$ cat src/rtl/tetris_game_ctrl_if.sv
// Signal bundle between the Tetris game-flow controller and its keyboard, picker
// and block/collision datapath neighbours.
interface tetris_game_ctrl_if #(
    parameter int PIECE_W  = 16,
    parameter int SPRITE_W = 6,
    parameter int LEVEL_W  = 4,
    parameter int LINES_W  = 12
);
    // Picker handshake: pick_blockstate/pick_sprite are valid in every cycle with
    // pick_req=1, are consumed in that same cycle, and the picker advances on it.
    logic [7:0]          keycode;
    logic                hitbottom;
    logic                topout;
    logic [2:0]          lines_cleared;
    logic [PIECE_W-1:0]  pick_blockstate;
    logic [SPRITE_W-1:0] pick_sprite;

    logic                pick_req;
    logic [PIECE_W-1:0]  blockstate_new;
    logic [SPRITE_W-1:0] spriteindex;
    logic [PIECE_W-1:0]  blockstate_hold;
    logic [SPRITE_W-1:0] spriteindex_hold;
    logic                hold_valid;
    logic                resetBlocks;
    logic                drop_tick;
    logic                Pause;
    logic                game_over;
    logic [LEVEL_W-1:0]  level;
    logic [LINES_W-1:0]  lines_total;
    logic [2:0]          dbg_state;

    modport master (
        input  keycode, hitbottom, topout, lines_cleared, pick_blockstate, pick_sprite,
        output pick_req, blockstate_new, spriteindex, blockstate_hold, spriteindex_hold,
               hold_valid, resetBlocks, drop_tick, Pause, game_over, level, lines_total,
               dbg_state
    );

    modport slave (
        output keycode, hitbottom, topout, lines_cleared, pick_blockstate, pick_sprite,
        input  pick_req, blockstate_new, spriteindex, blockstate_hold, spriteindex_hold,
               hold_valid, resetBlocks, drop_tick, Pause, game_over, level, lines_total,
               dbg_state
    );
endinterface

$ cat src/rtl/tetris_game_ctrl.sv
// Tetris game-flow controller: start/drop/fall/hold/bottom/pause/over sequencing with
// key edge detection, a hold slot, level-scaled gravity and line/level accounting.
module tetris_game_ctrl #(
    parameter int               PIECE_W         = 16,
    parameter int               SPRITE_W        = 6,
    parameter logic [7:0]       KEY_START       = 8'h2C,
    parameter logic [7:0]       KEY_PAUSE       = 8'h13,
    parameter logic [7:0]       KEY_HOLD        = 8'h2B,
    parameter logic [7:0]       KEY_QUIT        = 8'h29,
    parameter int               GRAV_W          = 24,
    parameter logic [GRAV_W-1:0] GRAV_INIT      = 24'd5_000_000,
    parameter logic [GRAV_W-1:0] GRAV_STEP      = 24'd400_000,
    parameter logic [GRAV_W-1:0] GRAV_MIN       = 24'd500_000,
    parameter int               LINES_PER_LEVEL = 10,
    parameter int               LEVEL_W         = 4,
    parameter int               LINES_W         = 12
) (
    input logic                Clk,
    input logic                Reset_n,
    tetris_game_ctrl_if.master bus
);
    typedef enum logic [2:0] {
        S_WAIT, S_DROP, S_FALLING, S_HOLD, S_BOTTOM, S_PAUSED, S_OVER
    } state_t;

    localparam int PW  = GRAV_W + LEVEL_W;
    localparam int LSW = LINES_W + 1;
    localparam logic [LEVEL_W-1:0] LEVEL_MAX = '1;

    state_t              state_q;
    logic [7:0]          key_q;
    logic [PIECE_W-1:0]  active_q, hold_q;
    logic [SPRITE_W-1:0] sprite_q, hold_sprite_q;
    logic                hold_valid_q, can_hold_q;
    logic [LEVEL_W-1:0]  level_q;
    logic [LINES_W-1:0]  lines_q;
    logic [2:0]          lc_q;
    logic [GRAV_W-1:0]   grav_q;

    logic press_start, press_pause, press_hold, press_quit;
    logic drop_tick;

    assign press_start = (bus.keycode == KEY_START) && (key_q != KEY_START);
    assign press_pause = (bus.keycode == KEY_PAUSE) && (key_q != KEY_PAUSE);
    assign press_hold  = (bus.keycode == KEY_HOLD)  && (key_q != KEY_HOLD);
    assign press_quit  = (bus.keycode == KEY_QUIT)  && (key_q != KEY_QUIT);

    // Gravity period shrinks with level; the wide product catches underflow.
    logic [PW-1:0]     grav_prod, grav_diff;
    logic [GRAV_W-1:0] period;

    always_comb begin
        grav_prod = PW'(level_q) * PW'(GRAV_STEP);
        grav_diff = PW'(GRAV_INIT) - grav_prod;
        if ((grav_prod > PW'(GRAV_INIT)) || (grav_diff < PW'(GRAV_MIN))) begin
            period = GRAV_MIN;
        end else begin
            period = grav_diff[GRAV_W-1:0];
        end
    end

    assign drop_tick = (state_q == S_FALLING) && (grav_q == period - GRAV_W'(1));

    // Line accounting: saturating total, one level per LINES_PER_LEVEL boundary crossed.
    logic [LSW-1:0]     lines_sum, lvl_sum;
    logic [LINES_W-1:0] lines_d, crossings;
    logic [LEVEL_W-1:0] level_d;

    always_comb begin
        lines_sum = {1'b0, lines_q} + LSW'(lc_q);
        lines_d   = lines_sum[LINES_W] ? '1 : lines_sum[LINES_W-1:0];
        crossings = (lines_d / LINES_W'(LINES_PER_LEVEL)) - (lines_q / LINES_W'(LINES_PER_LEVEL));
        lvl_sum   = LSW'(level_q) + LSW'(crossings);
        if (lvl_sum > LSW'(LEVEL_MAX)) begin
            level_d = LEVEL_MAX;
        end else begin
            level_d = lvl_sum[LEVEL_W-1:0];
        end
    end

    always_ff @(posedge Clk or negedge Reset_n) begin
        if (!Reset_n) begin
            state_q       <= S_WAIT;
            key_q         <= 8'h00;
            active_q      <= '0;
            sprite_q      <= '0;
            hold_q        <= '0;
            hold_sprite_q <= '0;
            hold_valid_q  <= 1'b0;
            can_hold_q    <= 1'b1;
            level_q       <= '0;
            lines_q       <= '0;
            lc_q          <= '0;
            grav_q        <= '0;
        end else begin
            key_q <= bus.keycode;
            case (state_q)
                S_WAIT: begin
                    if (press_start) begin
                        level_q       <= '0;
                        lines_q       <= '0;
                        hold_q        <= '0;
                        hold_sprite_q <= '0;
                        hold_valid_q  <= 1'b0;
                        can_hold_q    <= 1'b1;
                        state_q       <= S_DROP;
                    end
                end
                S_DROP: begin
                    active_q <= bus.pick_blockstate;
                    sprite_q <= bus.pick_sprite;
                    grav_q   <= '0;
                    state_q  <= bus.topout ? S_OVER : S_FALLING;
                end
                S_FALLING: begin
                    grav_q <= drop_tick ? '0 : grav_q + GRAV_W'(1);
                    if (press_quit) begin
                        state_q <= S_WAIT;
                    end else if (bus.hitbottom) begin
                        // lines_cleared is only valid alongside hitbottom, so keep a copy.
                        lc_q    <= bus.lines_cleared;
                        state_q <= S_BOTTOM;
                    end else if (press_hold && can_hold_q) begin
                        state_q <= S_HOLD;
                    end else if (press_pause) begin
                        state_q <= S_PAUSED;
                    end
                end
                S_HOLD: begin
                    can_hold_q <= 1'b0;
                    grav_q     <= '0;
                    hold_q        <= active_q;
                    hold_sprite_q <= sprite_q;
                    if (!hold_valid_q) begin
                        active_q     <= bus.pick_blockstate;
                        sprite_q     <= bus.pick_sprite;
                        hold_valid_q <= 1'b1;
                    end else begin
                        active_q <= hold_q;
                        sprite_q <= hold_sprite_q;
                    end
                    state_q <= S_FALLING;
                end
                S_BOTTOM: begin
                    lines_q    <= lines_d;
                    level_q    <= level_d;
                    can_hold_q <= 1'b1;
                    state_q    <= S_DROP;
                end
                S_PAUSED: begin
                    if (press_quit) begin
                        state_q <= S_WAIT;
                    end else if (press_pause) begin
                        state_q <= S_FALLING;
                    end
                end
                S_OVER: begin
                    if (press_start) begin
                        state_q <= S_WAIT;
                    end
                end
                default: state_q <= S_WAIT;
            endcase
        end
    end

    assign bus.pick_req         = (state_q == S_WAIT) || (state_q == S_DROP) ||
                                  ((state_q == S_HOLD) && !hold_valid_q);
    assign bus.resetBlocks      = (state_q == S_DROP) || (state_q == S_HOLD);
    assign bus.drop_tick        = drop_tick;
    assign bus.Pause            = (state_q == S_WAIT) || (state_q == S_PAUSED) ||
                                  (state_q == S_OVER);
    assign bus.game_over        = (state_q == S_OVER);
    assign bus.blockstate_new   = active_q;
    assign bus.spriteindex      = sprite_q;
    assign bus.blockstate_hold  = hold_q;
    assign bus.spriteindex_hold = hold_sprite_q;
    assign bus.hold_valid       = hold_valid_q;
    assign bus.level            = level_q;
    assign bus.lines_total      = lines_q;
    assign bus.dbg_state        = state_q;
endmodule

$ cat src/flat_wrapper.sv
// flat-port wrapper written by rule: the top's interface ports become plain ports
module tetris_game_ctrl_flat 
#(
    parameter int               PIECE_W         = 16,
    parameter int               SPRITE_W        = 6,
    parameter logic [7:0]       KEY_START       = 8'h2C,
    parameter logic [7:0]       KEY_PAUSE       = 8'h13,
    parameter logic [7:0]       KEY_HOLD        = 8'h2B,
    parameter logic [7:0]       KEY_QUIT        = 8'h29,
    parameter int               GRAV_W          = 24,
    parameter logic [GRAV_W-1:0] GRAV_INIT      = 24'd5_000_000,
    parameter logic [GRAV_W-1:0] GRAV_STEP      = 24'd400_000,
    parameter logic [GRAV_W-1:0] GRAV_MIN       = 24'd500_000,
    parameter int               LINES_PER_LEVEL = 10,
    parameter int               LEVEL_W         = 4,
    parameter int               LINES_W         = 12
)
  (Clk, Reset_n, bus_keycode, bus_hitbottom, bus_topout, bus_lines_cleared, bus_pick_blockstate, bus_pick_sprite, bus_pick_req, bus_blockstate_new, bus_spriteindex, bus_blockstate_hold, bus_spriteindex_hold, bus_hold_valid, bus_resetBlocks, bus_drop_tick, bus_Pause, bus_game_over, bus_level, bus_lines_total, bus_dbg_state);
  tetris_game_ctrl_if #(.PIECE_W(PIECE_W), .SPRITE_W(SPRITE_W), .LEVEL_W(LEVEL_W), .LINES_W(LINES_W)) bus_i ();
  input logic Clk;
  input logic Reset_n;
  input wire logic [$bits(bus_i.keycode)-1:0] bus_keycode;
  input wire logic [$bits(bus_i.hitbottom)-1:0] bus_hitbottom;
  input wire logic [$bits(bus_i.topout)-1:0] bus_topout;
  input wire logic [$bits(bus_i.lines_cleared)-1:0] bus_lines_cleared;
  input wire logic [$bits(bus_i.pick_blockstate)-1:0] bus_pick_blockstate;
  input wire logic [$bits(bus_i.pick_sprite)-1:0] bus_pick_sprite;
  output wire logic [$bits(bus_i.pick_req)-1:0] bus_pick_req;
  output wire logic [$bits(bus_i.blockstate_new)-1:0] bus_blockstate_new;
  output wire logic [$bits(bus_i.spriteindex)-1:0] bus_spriteindex;
  output wire logic [$bits(bus_i.blockstate_hold)-1:0] bus_blockstate_hold;
  output wire logic [$bits(bus_i.spriteindex_hold)-1:0] bus_spriteindex_hold;
  output wire logic [$bits(bus_i.hold_valid)-1:0] bus_hold_valid;
  output wire logic [$bits(bus_i.resetBlocks)-1:0] bus_resetBlocks;
  output wire logic [$bits(bus_i.drop_tick)-1:0] bus_drop_tick;
  output wire logic [$bits(bus_i.Pause)-1:0] bus_Pause;
  output wire logic [$bits(bus_i.game_over)-1:0] bus_game_over;
  output wire logic [$bits(bus_i.level)-1:0] bus_level;
  output wire logic [$bits(bus_i.lines_total)-1:0] bus_lines_total;
  output wire logic [$bits(bus_i.dbg_state)-1:0] bus_dbg_state;
  assign bus_i.keycode = bus_keycode;
  assign bus_i.hitbottom = bus_hitbottom;
  assign bus_i.topout = bus_topout;
  assign bus_i.lines_cleared = bus_lines_cleared;
  assign bus_i.pick_blockstate = bus_pick_blockstate;
  assign bus_i.pick_sprite = bus_pick_sprite;
  assign bus_pick_req = bus_i.pick_req;
  assign bus_blockstate_new = bus_i.blockstate_new;
  assign bus_spriteindex = bus_i.spriteindex;
  assign bus_blockstate_hold = bus_i.blockstate_hold;
  assign bus_spriteindex_hold = bus_i.spriteindex_hold;
  assign bus_hold_valid = bus_i.hold_valid;
  assign bus_resetBlocks = bus_i.resetBlocks;
  assign bus_drop_tick = bus_i.drop_tick;
  assign bus_Pause = bus_i.Pause;
  assign bus_game_over = bus_i.game_over;
  assign bus_level = bus_i.level;
  assign bus_lines_total = bus_i.lines_total;
  assign bus_dbg_state = bus_i.dbg_state;
  tetris_game_ctrl #(.PIECE_W(PIECE_W), .SPRITE_W(SPRITE_W), .KEY_START(KEY_START), .KEY_PAUSE(KEY_PAUSE), .KEY_HOLD(KEY_HOLD), .KEY_QUIT(KEY_QUIT), .GRAV_W(GRAV_W), .GRAV_INIT(GRAV_INIT), .GRAV_STEP(GRAV_STEP), .GRAV_MIN(GRAV_MIN), .LINES_PER_LEVEL(LINES_PER_LEVEL), .LEVEL_W(LEVEL_W), .LINES_W(LINES_W)) u_core (.Clk(Clk), .Reset_n(Reset_n), .bus(bus_i));
endmodule
$ cat config.mk
export PLATFORM = sky130hd
export DESIGN_NAME = tetris_game_ctrl_flat
export DESIGN_NICKNAME = d
export VERILOG_FILES = /design/src/rtl/tetris_game_ctrl_if.sv /design/src/rtl/tetris_game_ctrl.sv /design/src/flat_wrapper.sv
export SDC_FILE = /design/constraint.sdc
export NUM_CORES = 1
export LEC_CHECK = 0
export ABC_AREA = 1
export CAP_MARGIN = 20
export CELL_PAD_IN_SITES_DETAIL_PLACEMENT = 0
export CELL_PAD_IN_SITES_GLOBAL_PLACEMENT = 1
export CORE_MARGIN = 1
export CORE_UTILIZATION = 47
export CTS_CLUSTER_DIAMETER = 30
export CTS_CLUSTER_SIZE = 28
export DETAILED_ROUTE_END_ITERATION = 16
export DONT_BUFFER_PORTS = 1
export PLACE_DENSITY = 0.87
export SETUP_SLACK_MARGIN = 0.4
export SKIP_LAST_GASP = 1
export SLEW_MARGIN = 40
export SYNTH_ARGS = -nofsm -noshare
export SYNTH_HDL_FRONTEND = slang
export SYNTH_SLANG_ARGS = --single-unit
$ cat constraint.sdc
create_clock -name Clk -period 7 [get_ports Clk]
set_input_delay 0.35 -clock Clk [delete_from_list [all_inputs] [get_ports Clk]]
set_output_delay 0.35 -clock Clk [all_outputs]
set_load 0.02 [all_outputs]
==> flow_metrics.env <==
export IMPL_status="finished, final reports clean"
export IMPL_cp_end_kind="flip-flop"
export IMPL_grt_pass1_wl_um=31700
export IMPL_finalClockSkew_ps=8.26
export IMPL_ys_flop_type="dfrtp_1"
export IMPL_whs_ps=29.6
export IMPL_maxCapViolCount=0
export IMPL_port_buffers=0
export IMPL_rsz0062_at_grt="yes"
export IMPL_maxSlewHeadroom_pct=44.7
export IMPL_arrival_ps=6860
export IMPL_hold_start="bus_keycode[4]"
export IMPL_wl_per_cell_um=14.8
export IMPL_cp_common_cell="nand2_4"
export IMPL_path_class="flip-flop to flip-flop"
export IMPL_drive_gt1_share_pct=17.9
export IMPL_worstPathRequired_ps=7210
export IMPL_placed_cell_area_sq_um=7910
export IMPL_wl_um=19100
export IMPL_period_needed_ps=6650
export IMPL_clkSlewWorstSetupHoldPaths_ps=80
export IMPL_worstSetupStartpoint="u_core.lc_q[0]"
export IMPL_cpMaxStageDelayCell="dfrtp_1"
export IMPL_r2r_start="u_core.lc_q[0]"
export IMPL_synth_seq_cells=100
export IMPL_final_period_utilization_pct=94.9
export IMPL_clock_root_buffer="clkbuf_16"
export IMPL_ios=106
export IMPL_num_vias=6742
export IMPL_die_h_um=129
export IMPL_die_area_sq_um=16700
export IMPL_cts_htree_levels=3
export IMPL_antenna_found_initial=1
export IMPL_tritoncts="yes"
export IMPL_drt_iter0_drc=339
export IMPL_start_kind="flip-flop"
export IMPL_vias_per_cell=5.21
export IMPL_hold_viol_final=0
export IMPL_place_inst=1251
export IMPL_grt_pass1_vias=6529
export IMPL_setup_viol=0
export IMPL_synthArstFlopShare_pct=100
export IMPL_grt_start_max_net_pins=101
export IMPL_fin_nets=1148
export IMPL_drc=0
export IMPL_drtAntennaViolNets=0
export IMPL_die_w_um=129
export IMPL_clock_latency_ps=350
export IMPL_synth_area_sq_um=7620
export IMPL_grt_usage_pct=23.7
export IMPL_ys_seq_area_share_pct=32.9
export IMPL_fin_cells=1293
export IMPL_fmax_mhz=150
export IMPL_num_rows=46
export IMPL_crit_fanout=6
export IMPL_worst_pin_slew_ps=827
export IMPL_synthDistinctLibCells=57
export IMPL_synth_edf_count=0
export IMPL_coreArea_sq_um=15800
export IMPL_yosys_warnings=0
export IMPL_hold_class="input pin to flip-flop"
export IMPL_gr_total_overflow=0
export IMPL_area_growth_pct=15.5
export IMPL_hpwl_um=14000
export IMPL_globalplace_congestion=0.818
export IMPL_fin_area_sq_um=8800
export IMPL_start_util_pct=48.1
export IMPL_synth_area_per_cell_sq_um=7.30
export IMPL_fin_util_pct=55.6
export IMPL_dr_pass1_iters=5
export IMPL_synthCells=1043
export IMPL_clk_path_buf_depth=2
export IMPL_slowest_delay_ps=420
export IMPL_cts_buffers=9
export IMPL_drv_slew=0
export IMPL_syn_num_nets=1120
export IMPL_cts_sinks=100
-- logic make-up (layout without fill, tap and decap cells) --
group           Yosys count  after routing  synth area share (%)
compound gates          181            181                  15.1
xor+xnor                 51             51                  5.86
fa+ha+maj                40             40                  6.96
buf+inv                 220            253                  10.9
flops                   100            100                  32.9
mux                       3              3                 0.443
other cells               0              1                     0
simple gates            448            448                  27.9
-- routing by layer --
metal	track usage [%]	routed length, um	up-vias
met2	38.0	8760	142
met4	5.47	210	0
met5	0	0	-
met3	5.24	1100	12
li1	-	-	3469
met1	32.7	9020	3119
-- cell usage in the layout, fill, tap and decap left out, types with 12 or more instances in the layout --
master      n
nand2_2    29
nor2_1     75
dfrtp_1    98
xor2_1     40
inv_1     175
o21ai_0    51
inv_2      22
nor3_1     12
a21oi_1    21
o22ai_1    29
buf_4      35
ha_1       34
nand3_1    64
o221ai_1   22
nand2_1   182
nand2_4    31
-- path summary, 6_finish.rpt --
path | end | slack [ps] | cells after the start
min reg2reg | u_core.can_hold_q | 510 | 2
max | u_core.bus.level[1] | 350 | 56
max reg2reg | u_core.bus.level[1] | 350 | 56
max in group asynchronous | u_core.bus.lines_total[10] | 5960 | 2
min in group asynchronous | u_core.bus.blockstate_hold[6] | 600 | 2
min | u_core.key_q[4] | 30 | 0
-- registers in the layout, summed over array words and instances (netlist names) --
name                         cells
u_core.key_q                     8
u_core.bus.blockstate_hold      16
u_core.can_hold_q                1
u_core.grav_q                   24
u_core.bus.spriteindex_hold      6
u_core.bus.blockstate_new       16
u_core.lc_q                      3
u_core.bus.spriteindex           6
u_core.bus.lines_total          12
u_core.bus.hold_valid            1
u_core.bus.level                 4
u_core.bus.dbg_state             3
-- critical path, delay by kind of cell, from the launching register on --
| family | cells | cell delay (ps) |
|---|---|---|
| adders and majority gates | 5 | 1470 |
| and+or+nand+nor | 41 | 3490 |
| DFF | 1 | 420 |
| xor gates and xnor gates | 1 | 170 |
| buffers and inverters | 3 | 160 |
| AOI/OAI and AO/OA | 6 | 760 |
-- stage by stage --
step | setup TNS [ps] | worst slack [ps]
final | 0 | 355
after floorplan | 0 | 544
after global routing | -240 | -84.3
after detailed placement | -21.1 | -13.3
after global placement | 0 | 198
after CTS | 0 | 404
-- Yosys cell counts (all sizes together), types with 4 or more instances --
cell	instances	share of area, %
nand2	242	14
fa	4	1.1
o21ai	66	4.4
nand4	10	0.82
dfrtp	99	33
o21bai	6	0.64
o211ai	4	0.39
o22ai	29	2.4
clkbuf	19	0.94
ha	36	5.9
xnor2	9	1.0
nor3	14	0.92
a21oi	26	1.8
nor2	83	4.6
o32ai	4	0.46
a31oi	4	0.33
xor2	42	4.8
o221ai	22	2.5
nand3	81	6.0
a211oi	4	0.39
nor4	7	0.57
inv	197	9.7
or2	5	0.41
-- final cells by class --
cell class,count,area (sq um)
Clock inverter,7,80.1
Multi-Input combinational cell,723,4660
Fill cell,1537,7030
Sequential cell,100,2500
Clock buffer,9,225
Tap cell,216,270
Timing Repair Buffer,37,300
Antenna cell,1,2.50
Inverter,200,753
-- what timing repair did --
item	CTS	global route
hold buffers	2	0
gates resized for setup	27	68
endpoints found under the hold margin	100	0
endpoints found under the setup margin	4	4
pin swaps	12	45
buffers inserted	7	16
Power is left out: the tool's default activity adds up to more than one toggle a clock period on the data nets, which glitch-free logic cannot reach.
